==> src/rtl/mem_stage.sv <==
// mem_stage: MEM stage of a five-stage LoongArch pipeline, sitting between EXE and WB.
// It holds one instruction, waits for the data-SRAM response of any load or store
// issued in EXE, and extracts and extends load data. It passes results to WB and
// forwards its pending writeback to ID. Responses that belong to instructions
// flushed by a WB exception or ERTN are counted and dropped.
// Optional build macro: MEM_LOAD_FWD_EN. When defined, load data is forwarded to ID
// from the cycle its response arrives. When undefined, ID stalls on a load in MEM.
module mem_stage #(
  parameter int SIDE_W = 106
) (
  input  logic              clk,
  input  logic              resetn,
  output logic              mem_allowin,
  input  logic              ex_to_mem_valid,
  input  logic [31:0]       ex_pc,
  input  logic              ex_rf_we,
  input  logic [4:0]        ex_rf_waddr,
  input  logic [31:0]       ex_result,
  input  logic [2:0]        ex_ld_op,
  input  logic              ex_mem_req,
  input  logic              ex_has_ex,
  input  logic [SIDE_W-1:0] ex_side,
  input  logic              data_sram_data_ok,
  input  logic [31:0]       data_sram_rdata,
  input  logic              wb_allowin,
  input  logic              wb_flush,
  output logic              mem_to_wb_valid,
  output logic              mem_to_wb_rf_we,
  output logic [4:0]        mem_to_wb_waddr,
  output logic [31:0]       mem_to_wb_wdata,
  output logic [31:0]       mem_to_wb_pc,
  output logic [SIDE_W-1:0] mem_to_wb_side,
  output logic [38:0]       mem_rf_zip,
  output logic              mem_ex
);

  localparam logic [2:0] LD_NONE = 3'd0;
  localparam logic [2:0] LD_W    = 3'd1;
  localparam logic [2:0] LD_B    = 3'd2;
  localparam logic [2:0] LD_H    = 3'd3;
  localparam logic [2:0] LD_BU   = 3'd4;
  localparam logic [2:0] LD_HU   = 3'd5;

  logic              mem_valid;
  logic [31:0]       pc_r;
  logic              rf_we_r;
  logic [4:0]        waddr_r;
  logic [31:0]       result_r;
  logic [2:0]        ld_op_r;
  logic              mem_req_r;
  logic              has_ex_r;
  logic [SIDE_W-1:0] side_r;

  logic              data_buf_v;
  logic [31:0]       data_buf;
  logic [1:0]        cancel_cnt;

  logic              data_got;
  logic              mem_ready_go;
  logic              mem_leave;
  logic              buf_set;
  logic              blocking;

  logic [1:0]        cancel_inc;
  logic              cancel_dec;
  logic [2:0]        cancel_sum;

  logic [31:0]       ld_raw;
  logic [7:0]        ld_byte;
  logic [15:0]       ld_half;
  logic [31:0]       ld_data;

  // A response counts for the current instruction only when no stale responses are pending.
  assign data_got     = data_buf_v | (data_sram_data_ok & (cancel_cnt == 2'd0));
  assign mem_ready_go = ~mem_req_r | data_got;
  assign mem_allowin  = ~mem_valid | (mem_ready_go & wb_allowin);
  assign mem_to_wb_valid = mem_valid & mem_ready_go & ~wb_flush;
  assign mem_leave    = mem_to_wb_valid & wb_allowin;
  assign buf_set      = mem_valid & mem_req_r & data_sram_data_ok & (cancel_cnt == 2'd0)
                        & ~data_buf_v;

  // Stage valid bit: a flush wins over a new instruction arriving from EXE.
  always_ff @(posedge clk) begin
    // NOTE: sequential state always uses non-blocking assignments so every register
    // samples the pre-edge values, independent of statement order.
    if (!resetn) begin
      mem_valid <= 1'b0;
    end else if (wb_flush) begin
      mem_valid <= 1'b0;
    end else if (mem_allowin) begin
      mem_valid <= ex_to_mem_valid;
    end
  end

  // Instruction fields captured from EXE whenever a real instruction is accepted.
  always_ff @(posedge clk) begin
    if (!resetn) begin
      pc_r      <= '0;
      rf_we_r   <= 1'b0;
      waddr_r   <= '0;
      result_r  <= '0;
      ld_op_r   <= LD_NONE;
      mem_req_r <= 1'b0;
      has_ex_r  <= 1'b0;
      side_r    <= '0;
    end else if (mem_allowin & ex_to_mem_valid & ~wb_flush) begin
      pc_r      <= ex_pc;
      rf_we_r   <= ex_rf_we;
      waddr_r   <= ex_rf_waddr;
      result_r  <= ex_result;
      ld_op_r   <= ex_ld_op;
      mem_req_r <= ex_mem_req;
      has_ex_r  <= ex_has_ex;
      side_r    <= ex_side;
    end
  end

  // Hold a response that arrived while WB was stalled, so the instruction can leave later.
  always_ff @(posedge clk) begin
    if (!resetn) begin
      data_buf_v <= 1'b0;
      data_buf   <= '0;
    end else if (wb_flush | mem_leave) begin
      data_buf_v <= 1'b0;
    end else if (buf_set) begin
      data_buf_v <= 1'b1;
      data_buf   <= data_sram_rdata;
    end
  end

  // Number of responses still owed to flushed instructions; each is dropped on arrival.
  always_comb begin
    // NOTE: every combinational output gets a default first so no path leaves it
    // unassigned, which would otherwise infer a latch.
    cancel_inc = 2'd0;
    if (wb_flush) begin
      cancel_inc = {1'b0, mem_valid & mem_req_r & ~data_got}
                 + {1'b0, ex_to_mem_valid & ex_mem_req};
    end
  end

  assign cancel_dec = data_sram_data_ok & (cancel_cnt != 2'd0);
  assign cancel_sum = {1'b0, cancel_cnt} + {1'b0, cancel_inc} - {2'b00, cancel_dec};

  // Cancel counter update, saturating at 3.
  always_ff @(posedge clk) begin
    if (!resetn) begin
      cancel_cnt <= 2'd0;
    end else begin
      cancel_cnt <= cancel_sum[2] ? 2'd3 : cancel_sum[1:0];
    end
  end

  // Select the load byte or halfword from the word and extend it to 32 bits.
  always_comb begin
    ld_raw = data_buf_v ? data_buf : data_sram_rdata;
    case (result_r[1:0])
      2'd0:    ld_byte = ld_raw[7:0];
      2'd1:    ld_byte = ld_raw[15:8];
      2'd2:    ld_byte = ld_raw[23:16];
      default: ld_byte = ld_raw[31:24];
    endcase
    ld_half = result_r[1] ? ld_raw[31:16] : ld_raw[15:0];
    case (ld_op_r)
      LD_B:    ld_data = {{24{ld_byte[7]}}, ld_byte};
      LD_H:    ld_data = {{16{ld_half[15]}}, ld_half};
      LD_BU:   ld_data = {24'd0, ld_byte};
      LD_HU:   ld_data = {16'd0, ld_half};
      default: ld_data = ld_raw;
    endcase
  end

  assign mem_to_wb_rf_we = rf_we_r;
  assign mem_to_wb_waddr = waddr_r;
  assign mem_to_wb_pc    = pc_r;
  assign mem_to_wb_side  = side_r;
  assign mem_to_wb_wdata = (ld_op_r != LD_NONE) ? ld_data : result_r;
  assign mem_ex          = mem_valid & has_ex_r;

`ifdef MEM_LOAD_FWD_EN
  // ID may consume the load result from the cycle its response arrives.
  assign blocking = mem_valid & (ld_op_r != LD_NONE) & ~data_got;
`else
  // ID stalls on any load in MEM until it reaches WB.
  assign blocking = mem_valid & (ld_op_r != LD_NONE);
`endif

  assign mem_rf_zip = {blocking, mem_valid & rf_we_r & ~has_ex_r, waddr_r, mem_to_wb_wdata};

endmodule

==> config.mk <==
export PLATFORM = sky130hd
export DESIGN_NAME = mem_stage
export DESIGN_NICKNAME = d
export VERILOG_FILES = /design/src/rtl/mem_stage.sv
export SDC_FILE = /design/constraint.sdc
export NUM_CORES = 1
export LEC_CHECK = 0
export BUFFER_PORTS_ARGS = -buffer_cell sky130_fd_sc_hd__buf_2
export CORE_AREA = 2 2 169 171
export DETAILED_ROUTE_END_ITERATION = 8
export DIE_AREA = 0 0 171 173
export PLACE_DENSITY = 0.68
export SYNTH_ARGS = -nofsm -noshare
export SYNTH_HDL_FRONTEND = slang
export SYNTH_SLANG_ARGS = --single-unit
==> constraint.sdc <==
create_clock -name clk -period 2.4 [get_ports clk]
set_input_delay 0.12 -clock clk [delete_from_list [all_inputs] [get_ports clk]]
set_output_delay 0.12 -clock clk [all_outputs]
set_load 0.02 [all_outputs]
After elaboration in Yosys (flattened, before gate mapping)
Cells that the tools add are included.
- memories: 0
- flip-flop bits (word level): 217
- output and inout port bits: 218
- ROM bits: 0
- latch bits: 0
- memory bits (writable): 0
- shift operators: 0
- add/sub/neg operators: 3
- equal/unequal tests: 6
- divide/modulo/power cells: 0
- reduce and logical (&&, ||, !) cells: 7
- bitwise operators: 30
- multipliers: 0
- mux-type cells: 7
- order comparisons: 0
- operators by type and width (kind ; count):
    case mux 32 bit (4 select lines) ; 1
    2-to-1 mux 32 bit ; 2
    case mux 8 bit (3 select lines) ; 1
    bitwise AND 1 bit ; 18
    2-to-1 mux 16 bit ; 1
    inverter 1 bit ; 8
    == test 3 x 2 -> 1 bit (second input constant) ; 2
    == test 3 bit (second input constant) ; 2
    logical NOT 2 bit ; 2
    2-to-1 mux 2 bit ; 2
    bitwise OR 1 bit ; 4
    OR reduction 2 bit ; 2
    adder 2 x 2 -> 3 bit ; 1
    nonzero test 3 bit ; 1
    subtractor 3 x 1 -> 3 bit ; 1
    adder 1 x 1 -> 2 bit ; 1
    == test 2 x 1 -> 1 bit (second input constant) ; 1
    == test 2 bit (second input constant) ; 1
    AND reduction 2 bit ; 1
    nonzero test 2 bit ; 1

Logic depth before layout (Yosys ltp)
- depth in word-level cells: 10
- depth in mapped cells: 13
- depth with buffers taken out: 12

Worst setup path before layout
No wires, ideal clock.
- kind: register to output
- from: register data_buf_v
- to: output mem_to_wb_wdata[11]
- setup slack: -0.032 ns
- data arrival time: 2.312 ns
- cell stages (with the launch flop): 9
- cell sequence: dfxtp_1 -> buf_6 -> mux2i_1 -> mux4_2 -> or4_1 -> buf_2 -> buf_6 -> a21oi_1 -> buf_4
- longest elaborated chain between the ends: 4
- elaborated cells on any way between the ends: 5
- classes of those cells: 5 x mux
- ends and longest elaborated chain (element ; line ; RTL):
    from (decl) ; 54 ; logic data_buf_v;
    from (signal assigned) ; 121 ; data_buf_v <= 1'b0;
    from (signal assigned) ; 124 ; data_buf_v <= 1'b0;
    from (signal assigned) ; 126 ; data_buf_v <= 1'b1;
    2-to-1 mux 32 bit (*) ; 156 ; ld_raw = data_buf_v ? data_buf : data_sram_rdata;
    case mux 8 bit (3 select lines) or 2-to-1 mux 16 bit (tied branches) ; 157, 163 ;
    case mux 32 bit (4 select lines) (*) ; 164 ; case (ld_op_r)
    2-to-1 mux 32 bit (*) ; 177 ; assign mem_to_wb_wdata = (ld_op_r != LD_NONE) ? ld_data : result_r;
    to (decl) ; 30 ; output logic [31:0] mem_to_wb_wdata,
Every way passes the cells marked *; elsewhere a longest branch is shown, timed or not.

Worst setup path in the final report
- from: register data_buf_v
- to: output mem_rf_zip[13]
- longest elaborated chain between the ends: 4
- elaborated cells on any way between the ends: 5
- classes of those cells: 5 x mux
- ends and longest elaborated chain (element ; line ; RTL):
    2-to-1 mux 32 bit (*) ; 156 ;
    case mux 8 bit (3 select lines) or 2-to-1 mux 16 bit (tied branches) ; 157, 163 ;
    case mux 32 bit (4 select lines) (*) ; 164 ;
    2-to-1 mux 32 bit (*) ; 177 ;
    to (decl) ; 33 ; output logic [38:0] mem_rf_zip,
Marks and branches as above.

==> run_results.csv <==
group,metric,value,unit
floorplan,dieArea,0.0296,mm²
yosys,yosysSeqAreaShare,0.418,
pwr,p_leak,7.22,nW
floorplan,floorplan.initialDensity,0.376,
finish,n_fill_cell,2259,
finish,nets,1989,
route,drt_iter0_markers,678,
worst_setup_path,cp.arrival,2.60,ns
global_routing,antenna_found_initial,1,
floorplan,rows,61,
global_routing,grt_pass1_wl,55.4,mm
route,vias,10500,
worst_setup_path,worstPathMaxFanout,22,
yosys,netlist_area,0.0104,mm²
clock_network,cts-root-buf,"clkbuf_16",
clock_network,cts_tree,"done",
placed_design,numPortBuffers,436,
route,wl,35.4,mm
pwr,p_total,9.97,mW
yosys,syn_area_per_cell,8.82,µm²
clock_network,insertion_delay,0.53,ns
sta,hold_slack,0.0515,ns
pwr,worst_ir_drop_vdd,0.000458,V
global_routing,gr-usage-all-layers,0.228,
finish,drive_above_1_share,0.335,
floorplan,coreArea,0.0276,mm²
worst_setup_path,endpoint_kind,"output pin",
worst_setup_path,required,2.28,ns
sta,slew_headroom,0.588,
sta,min_period,2.72,ns
global_routing,grt_overflow,0,
global_routing,grt_pass1_vias,10800,
yosys,synth_seq_cells,217,
global_routing,grt_max_degree,86,
worst_setup_path,startpoint_type,"flip-flop",
floorplan,dieWidth,171,µm
floorplan,io_pins,437,
sta,finalWorstSetupSlack,-0.322,ns
clock_network,numCtsBuffers,24,
status,violations,"negative setup slack",
sta,finalSetupViolCount,51,
yosys,yosysUniqueCellTypes,39,
finish,area_delta_synth_final,56.3,%
sta,drv_slew,0,
worst_setup_path,criticalPathCategory,"flip-flop to output pin",
yosys,synth_nets,1401,
finish,fin_cells,2153,
min_path,min_path_type,"primary input to flip-flop",
clock_network,clock_path_buffers,3,
pwr,powerDensity,614,mW/mm²
route,viasPerCell,4.88,
sta,report.final.hold_viol_count,0,
yosys,async_flop_share,0,
sta,max_freq,367,MHz
yosys,yosys_warnings,0,
finish,antenna_cells,0,
placed_design,pre_cts_slack,-0.0714,ns
route,drc,0,
yosys,synthFlopType,"dfxtp_1",
floorplan,die_y,173,µm
route,ant_nets,0,
placed_design,placedCellCount,1896,
finish,final-seq-area,0.00436,mm²
sta,tightest_slew,0.616,ns
route,wl_per_cell,16.5,µm
flow_run,maxCapViolCount,0,
sta,skew,0.0296,ns
placed_design,dp_hpwl,22.6,mm
clock_network,cts.clk_slew.worst_paths,0.06,ns
route,drt-pass1-iter-count,5,
sta,fin_crit_sh,1.13,
clock_network,htree_num_levels,1,
yosys,synth_edf_count,0,
finish,multiInputGateArea,0.00563,mm²
yosys,synthCells,1177,
status,status,"complete, but fails checks",
placed_design,place.gp.congestion,0.862,
clock_network,cts_sinks,217,
sta,grt_setup_unrepaired,"yes",
## worst paths after layout
path / startpoint / endpoint / slack, ns / cells after the start
hold reg to reg: mem_to_wb_side[8]$_SDFFE_PN0P_ / mem_to_wb_side[8]$_SDFFE_PN0P_ / 0.45 / 2
setup / recovery: data_buf_v$_SDFFE_PP0P_ / mem_rf_zip[13] / -0.32 / 6
setup reg to reg: data_buf_v$_SDFFE_PP0P_ / cancel_cnt[1]$_SDFF_PN0_ / -0.05 / 13
hold / removal: resetn / mem_to_wb_side[27]$_SDFFE_PN0P_ / 0.05 / 3
## sequential cells by signal (all words and copies together) (netlist names)
name	count
data_buf	32
mem_to_wb_rf_we	1
mem_to_wb_pc	32
mem_to_wb_waddr	5
has_ex_r	1
mem_req_r	1
mem_valid	1
cancel_cnt	2
ld_op_r	3
mem_to_wb_side	106
data_buf_v	1
result_r	32
## layout by cell type (no fill, tap or decap), drive strengths merged, types with 3 or more instances in the layout
cell         Yosys  final
ha               4      4
nor2            24     24
a21oi           39     39
and2             4      4
buf             71    476
nand2b           7      7
clkinv           0      4
clkbuf          61     31
nand2          371    371
dlygate4sd3      0    217
dfxtp          217    217
o21a             3      3
nor2b           34     34
mux4            11     11
o22ai           10     10
o21ai           21     21
mux2i          238    238
a211oi           4      4
mux2            12     12
nand3           22     22
inv              5      5
## layout make-up
cell class                 count  share of cell area
tap                          378              0.0291
clock inverter                 6             0.00563
sequential                   217               0.268
clock buffer                  30              0.0402
timing repair buffer         694               0.309
inverter                       5             0.00116
multi-input combinational    823               0.347
## Yosys cell counts (all sizes together), types with 5 or more instances
| library cell | number | share of area |
|---|---|---|
| nand3 | 22 | 0.011 |
| o21ai | 21 | 0.010 |
| clkbuf | 61 | 0.022 |
| mux4 | 11 | 0.024 |
| inv | 5 | 0.0018 |
| a21oi | 39 | 0.024 |
| o22ai | 10 | 0.0060 |
| buf | 71 | 0.045 |
| mux2i | 238 | 0.23 |
| nor2 | 24 | 0.0087 |
| nor2b | 34 | 0.020 |
| dfxtp | 217 | 0.42 |
| mux2 | 12 | 0.013 |
| nand2b | 7 | 0.0042 |
| nand2 | 371 | 0.13 |
## per-stage QoR
| step | TNS [ns] | area, µm² | util |
|---|---|---|---|
| CTS | -14.93 | 16000 | 0.580 |
| global placement | -0.0000906 | 12800 | 0.462 |
| finish | -13.40 | 16200 | 0.588 |
| global route | -17.95 | 16200 | 0.588 |
| floorplan | -0.162 | 10400 | - |
| detailed placement | -0.171 | 12800 | 0.462 |
## per-layer routing
metal / global-route usage / part of all wire / up-vias
met5: 0 / 0.00037 / -
met4: 0.0953 / 0.040 / 2
met3: 0.0494 / 0.071 / 125
met2: 0.408 / 0.50 / 474
met1: 0.260 / 0.39 / 4843
li1: - / - / 5061
## what timing repair did
item,CTS,global route
resized for setup,88,42
hold buffers,217,0
setup buffers,2,1
hold endpoints to repair,215,0
pin swaps,3,7
setup endpoints to repair,64,64
cloned,0,1
## power by group
group          total (mW)  internal [mW]  switching (mW)
clock network        3.57           2.12            1.45
logic                2.50           1.15            1.35
registers            3.91           3.78           0.124
total                9.97           7.05            2.93
## kinds of logic (layout without fill, tap and decap cells)
group | count (synthesis) | in the layout | share of synthesized area
xor+xnor | 3 | 3 | 0.00253
flops | 217 | 217 | 0.418
mux | 261 | 261 | 0.266
fa+ha+maj | 5 | 5 | 0.00675
buf+inv | 137 | 735 | 0.0688
compound gates | 86 | 86 | 0.0528
simple gates | 468 | 468 | 0.185
## critical path: stages, from the launching register on
cell,delay (ns)
dfxtp_4,0.38
mux2i_2,0.18
mux4_2,0.47
or4_4,0.46
buf_12,0.20
a21oi_4,0.21
buf_4,0.18
Power figures use the tool's default switching activity.
